===== src/rtl/fish_game_pkg.sv =====
// Shared types and constants for the fishing game: round FSM states,
// per-level fish table and screen geometry.
package fish_game_pkg;

   typedef enum logic [2:0] {
      IDLE,
      SPAWN,
      PLAY,
      REEL,
      DONE,
      WIN,
      LOSE
   } state_t;

   // Index 0 is the least significant element, so FISH_Y[level] is the level entry.
   localparam logic [3:0][9:0] FISH_Y   = {10'd200, 10'd290, 10'd380, 10'd470};
   localparam logic [3:0][5:0] FISH_W   = {6'd10, 6'd20, 6'd40, 6'd60};
   localparam logic [3:0][2:0] FISH_SPD = {3'd4, 3'd3, 3'd2, 3'd1};

   localparam logic [9:0] WATER_LINE = 10'd155;
   localparam logic [9:0] RIGHT_EDGE = 10'd798;

endpackage


===== src/rtl/sec_tick_gen.sv =====
// Divides game ticks into one-second pulses; clr restarts the count and
// hold freezes it. sec is combinational so the consumer acts on the same tick.
module sec_tick_gen #(
   parameter int TICKS_PER_SEC = 60
) (
   input  logic clk,
   input  logic rst,
   input  logic clr,
   input  logic hold,
   input  logic tick,
   output logic sec
);

   localparam int CW = (TICKS_PER_SEC > 1) ? $clog2(TICKS_PER_SEC) : 1;
   localparam logic [CW-1:0] LAST = CW'(TICKS_PER_SEC - 1);

   logic [CW-1:0] cnt_q, cnt_d;
   logic          adv;

   always_comb begin
      adv   = tick & ~hold;
      sec   = adv & (cnt_q == LAST);
      cnt_d = cnt_q;
      if (clr)
         cnt_d = '0;
      else if (adv)
         cnt_d = sec ? '0 : cnt_q + 1'b1;
   end

   always_ff @(posedge clk or posedge rst) begin
      if (rst)
         cnt_q <= '0;
      else
         cnt_q <= cnt_d;
   end

endmodule


===== src/rtl/fish_round_sequencer.sv =====
// Game-level controller: sequences four fish rounds, owns timer, misses,
// score and outcome. Optional pause input when FISH_PAUSE_EN is defined.
module fish_round_sequencer
   import fish_game_pkg::*;
#(
   parameter int TICKS_PER_SEC = 60,
   parameter int LEVEL_TIME    = 30,
   parameter int MAX_MISSES    = 3
) (
   input  logic       clk,
   input  logic       rst,
   input  logic       tick,
   input  logic       start,
   input  logic       hooked,
   input  logic       landed,
   input  logic       escaped,
`ifdef FISH_PAUSE_EN
   input  logic       pause,
`endif
   output logic [1:0] level,
   output logic [9:0] fish_y,
   output logic [5:0] fish_w,
   output logic [2:0] fish_speed,
   output logic       spawn,
   output logic       play_en,
   output logic [6:0] time_left,
   output logic [2:0] misses,
   output logic [7:0] score,
   output logic       win,
   output logic       lose
);

   localparam logic [6:0] TIME_RELOAD = 7'(LEVEL_TIME);
   localparam logic [2:0] MISS_LIMIT  = 3'(MAX_MISSES);

   state_t     state_q, state_d;
   logic [1:0] level_q, level_d;
   logic [9:0] fish_y_q, fish_y_d;
   logic [5:0] fish_w_q, fish_w_d;
   logic [2:0] fish_speed_q, fish_speed_d;
   logic       spawn_q, spawn_d;
   logic       play_en_q, play_en_d;
   logic [6:0] time_left_q, time_left_d;
   logic [2:0] misses_q, misses_d;
   logic [7:0] score_q, score_d;
   logic       win_q, win_d;
   logic       lose_q, lose_d;

   logic       pause_w, frozen, sec_clr, sec_hold, sec;
   logic [8:0] score_sum;

`ifdef FISH_PAUSE_EN
   assign pause_w = pause;
`else
   assign pause_w = 1'b0;
`endif

   sec_tick_gen #(
      .TICKS_PER_SEC(TICKS_PER_SEC)
   ) u_sec (
      .clk (clk),
      .rst (rst),
      .clr (sec_clr),
      .hold(sec_hold),
      .tick(tick),
      .sec (sec)
   );

   always_comb begin
      state_d      = state_q;
      level_d      = level_q;
      fish_y_d     = fish_y_q;
      fish_w_d     = fish_w_q;
      fish_speed_d = fish_speed_q;
      time_left_d  = time_left_q;
      misses_d     = misses_q;
      score_d      = score_q;
      sec_clr      = 1'b0;
      frozen       = pause_w & ((state_q == PLAY) | (state_q == REEL));
      // The seconds counter only runs in an unpaused PLAY cycle with no hook.
      sec_hold     = ~((state_q == PLAY) & ~frozen & ~hooked);
      score_sum    = {1'b0, score_q} + {2'b00, time_left_q};

      case (state_q)
         IDLE, WIN, LOSE: begin
            if (start) begin
               level_d     = 2'd0;
               misses_d    = 3'd0;
               score_d     = 8'd0;
               time_left_d = TIME_RELOAD;
               sec_clr     = 1'b1;
               state_d     = SPAWN;
            end
         end
         SPAWN: state_d = PLAY;
         PLAY: begin
            if (!frozen) begin
               if (hooked)
                  state_d = REEL;
               else if (sec) begin
                  time_left_d = time_left_q - 7'd1;
                  if (time_left_q == 7'd1)
                     state_d = LOSE;
               end
            end
         end
         REEL: begin
            if (!frozen) begin
               if (landed)
                  state_d = DONE;
               else if (escaped) begin
                  misses_d = misses_q + 3'd1;
                  state_d  = (misses_d == MISS_LIMIT) ? LOSE : SPAWN;
               end
            end
         end
         DONE: begin
            score_d = score_sum[8] ? 8'hFF : score_sum[7:0];
            if (level_q == 2'd3)
               state_d = WIN;
            else begin
               level_d     = level_q + 2'd1;
               time_left_d = TIME_RELOAD;
               sec_clr     = 1'b1;
               state_d     = SPAWN;
            end
         end
         default: state_d = IDLE;
      endcase

      if (state_d == SPAWN) begin
         fish_y_d     = FISH_Y[level_d];
         fish_w_d     = FISH_W[level_d];
         fish_speed_d = FISH_SPD[level_d];
      end
      spawn_d   = (state_d == SPAWN);
      play_en_d = ((state_d == PLAY) | (state_d == REEL)) & ~pause_w;
      win_d     = (state_d == WIN);
      lose_d    = (state_d == LOSE);
   end

   always_ff @(posedge clk or posedge rst) begin
      if (rst) begin
         state_q      <= IDLE;
         level_q      <= 2'd0;
         fish_y_q     <= FISH_Y[0];
         fish_w_q     <= FISH_W[0];
         fish_speed_q <= FISH_SPD[0];
         spawn_q      <= 1'b0;
         play_en_q    <= 1'b0;
         time_left_q  <= TIME_RELOAD;
         misses_q     <= 3'd0;
         score_q      <= 8'd0;
         win_q        <= 1'b0;
         lose_q       <= 1'b0;
      end else begin
         state_q      <= state_d;
         level_q      <= level_d;
         fish_y_q     <= fish_y_d;
         fish_w_q     <= fish_w_d;
         fish_speed_q <= fish_speed_d;
         spawn_q      <= spawn_d;
         play_en_q    <= play_en_d;
         time_left_q  <= time_left_d;
         misses_q     <= misses_d;
         score_q      <= score_d;
         win_q        <= win_d;
         lose_q       <= lose_d;
      end
   end

   assign level      = level_q;
   assign fish_y     = fish_y_q;
   assign fish_w     = fish_w_q;
   assign fish_speed = fish_speed_q;
   assign spawn      = spawn_q;
   assign play_en    = play_en_q;
   assign time_left  = time_left_q;
   assign misses     = misses_q;
   assign score      = score_q;
   assign win        = win_q;
   assign lose       = lose_q;

endmodule


===== config.mk =====
export PLATFORM = sky130hd
export DESIGN_NAME = fish_round_sequencer
export DESIGN_NICKNAME = d
export VERILOG_FILES = /design/src/rtl/fish_game_pkg.sv /design/src/rtl/sec_tick_gen.sv /design/src/rtl/fish_round_sequencer.sv
export SDC_FILE = /design/constraint.sdc
export NUM_CORES = 1
export LEC_CHECK = 0
export CELL_PAD_IN_SITES_DETAIL_PLACEMENT = 1
export CELL_PAD_IN_SITES_GLOBAL_PLACEMENT = 2
export CORE_MARGIN = 2
export CORE_UTILIZATION = 32
export DETAILED_ROUTE_END_ITERATION = 6
export PLACE_DENSITY_LB_ADDON = 0.1
export SLEW_MARGIN = 10
export SYNTH_ARGS = -nofsm -noshare
export SYNTH_HDL_FRONTEND = slang
export SYNTH_SLANG_ARGS = --single-unit

===== constraint.sdc =====
create_clock -name clk -period 2.33 [get_ports clk]
set_input_delay 0.233 -clock clk [delete_from_list [all_inputs] [get_ports clk]]
set_output_delay 0.233 -clock clk [all_outputs]
set_load 0.05 [all_outputs]

==> out/results.txt <==
Int Power = 2.285 mW
Antenna Violating Nets Remaining = 0
Post-synth EDFFs = 0
Routed wire length = 6.079 mm
Largest net degree at the start of global routing = 42
Initial Util = 0.3259
Final setup violation count = 0
Initial antenna violation count = 0
Sequential power share = 0.265
I/O pin count = 50
Cell mode on critical path = o211ai_2
Startpoint Class = flop
Reg clk slew, reported paths = 80 ps
Synth top area share = 0.3213
Synth Instances = 258
Power, Total = 4.500 mW
Share of total power in the clock network = 0.103
Crit-path cells = ha_2 > xnor2_1 > and3_4 > o211ai_2 > o211ai_2 > a211oi_4 > buf_12 > mux2_4
Max-slew headroom = 0.6271
Die ar. = 0.008511 sq mm
Share of cells above drive strength 1 = 0.1746
P per Cell Area = 1403 mW/mm^2
Seq/Total Area, Yosys = 0.4162
FF+latch count, synth = 41
Comb pwr share = 0.633
Fin. Hold Viols = 0
RSZ-0062 raised after global routing = no
CTS tree = done
Worst Path Required = 2510 ps
Antenna diodes = 0
Worst Path Max Fanout = 9
Synth area leader = dfrtp_1
Sink Count = 41
Vias/cell = 4.863
Crit path DAT = 2300 ps
Htree depth = 2
Hold-fix buffers, CTS = 0
Post-synth ARST share = 1.000
Final std cells w/o fill = 417
P_leak = 1.414 nW
Crit path kind = flop to flop
GPL Wtd Cong = 0.7714
Leading post-synthesis cells by cell area = dfrtp_1 32%, dfstp_2 9.5%, ha_1 7.5%, o21ai_0 5.4%, nand2_1 4.8%
Hold_ws = 380.8 ps
Max Cap Viol = 0
Synthesized area = 0.002492 sq mm
Yosys cell types = 55
Max-slew violations = 0
Commonest cells after routing, fill and taps aside = 46 x clkdlybuf4s50_1, 32 x nand2_1, 29 x dfrtp_1
Switch Pwr = 2.215 mW
CTS root buf = clkbuf_8
Hold WC Path Type = input pin to asynchronous set/reset pin
Core Region = 0.007647 sq mm
DPL Wire Length = 4.539 mm
Worst setup EP type = flop
Initial DRC Count = 79
Final nets = 337
Post-route clock period utilization = 0.9103
Fmax = 471.5 MHz
PostCTS Resize Cnt = 0
Fillers = 864
Status = finished clean
Area Overhead vs Synth = 28.66%
Tmin final = 2121 ps
Site Rows = 32
Routed len/inst = 14.58 um
Port buffer count = 46
Crit-path slowest cell = dfrtp_2
Slowest stage delay, CP = 440 ps
CTS buffer count = 5
Worst-Margin Slew = 559.4 ps
Vias in the first global route = 2004
Die Span X = 92.26 um
Worst Skew = 10.68 ps
Postcts setup bufs = 0
Setup slack, reg-to-reg = 210 ps
Yosys Warn Count = 0
GRT Util Overall = 0.1543
DR pass1 iterations = 4
Global route total overflow = 0
Post-synth top flop = dfrtp_1
Routed vias = 2028
Commonest non-fill, non-tap cell in the layout = clkdlybuf4s50_1
Dpl cells = 409
Drt drc = 0
CTS max path bufs = 2
Die Y = 92.26 um
Peak supply drop = 0.0004677 V
Clk Latency, worst-skew pair = 290 ps
Mean post-synth cell area = 9.660 sq um
First-pass GRT wire length = 10.30 mm
Sw Ratio = 0.4922
state kept, by name, indices dropped and copies added (netlist names), 2 cells and up:
signal and flops:
score 8, time_left 7, u_sec.cnt_q 6, fish_y 5, misses 3, state_q 3
fish_speed 2, level 2
cells by family (layout without fill, tap and decap cells):
group           after synthesis  in the layout  synth area share
simple gates                 86             86            0.1747
compound gates               62             62            0.1662
flops                        41             41            0.4162
buf+inv                      31             86           0.06777
fa+ha+maj                    16             16           0.08333
xor+xnor                     11             11           0.04167
mux                          10             10           0.04870
other cells                   1              3          0.001505
synth_stat cells, types with 6 or more instances:
library cell / instances
o21ai_0: 27
a21oi_1: 11
nor2_1: 15
inv_1: 14
xnor2_1: 6
nand3_1: 8
nor2b_1: 6
dfrtp_1: 32
buf_4: 13
nand2_1: 32
ha_1: 15
dfstp_2: 9
routing by layer:
layer  routed length, um  track usage
met5                   0            0
met3                 184      0.02794
met2                2780       0.2408
met1                3028       0.2173
met4                  85      0.04851
stage by stage:
step / utilization / area (sq um) / TNS (ps) / worst slack [ps]
after CTS: 0.4187 / 3202 / 0 / 91.45
after global placement: 0.4081 / 3120 / 0 / 39.30
after floorplan: - / 2505 / 0 / 18.25
final: 0.4193 / 3207 / 0 / 209.1
after detailed placement: 0.4081 / 3120 / -0.003331 / -0.003331
after global routing: 0.4193 / 3207 / 0 / 13.19
power groups by stage:
stage | registers, mW | clock network, mW | logic (mW)
final | 1.19 | 0.462 | 2.85
after global routing | 1.25 | 0.518 | 3.09
after CTS | 1.19 | 0.491 | 2.88
after detailed placement | 1.21 | 0 | 2.87
after global placement | 1.20 | 0 | 2.84
after floorplan | 1.70 | 0 | 1.49
final cells by class:
class	count	area [sq um]	area share
Sequential cell	41	1041	0.3246
Multi-Input combinational cell	188	1300	0.4054
Inverter	15	56.30	0.01756
Clock buffer	7	76.32	0.02380
Tap cell	102	127.6	0.03980
Clock inverter	1	5.005	0.001561
Timing Repair Buffer	63	600.6	0.1873
worst max-delay path: cells and delay by family (launching register included):
kind,cells,cell delay (ps)
AO/OA/AOI/OAI,3,570
flip-flops,1,440
multiplexers,1,290
adder cells (fa/ha/maj),1,210
AND/OR/NAND/NOR,1,190
buffers and inverters,1,170
XOR/XNOR,1,120
path summary, 6_finish.rpt:
kind,start,end,depth (start not counted)
setup / recovery,misses[0],fish_y[3],8
hold / removal,rst,spawn,3
setup reg to reg,misses[0],fish_y[3],8
hold reg to reg,fish_y[8],fish_y[8],2
max in group asynchronous,rst,misses[0],3
min in group clk,fish_y[8],fish_y[8],2
(Power assumes the default switching activity.)
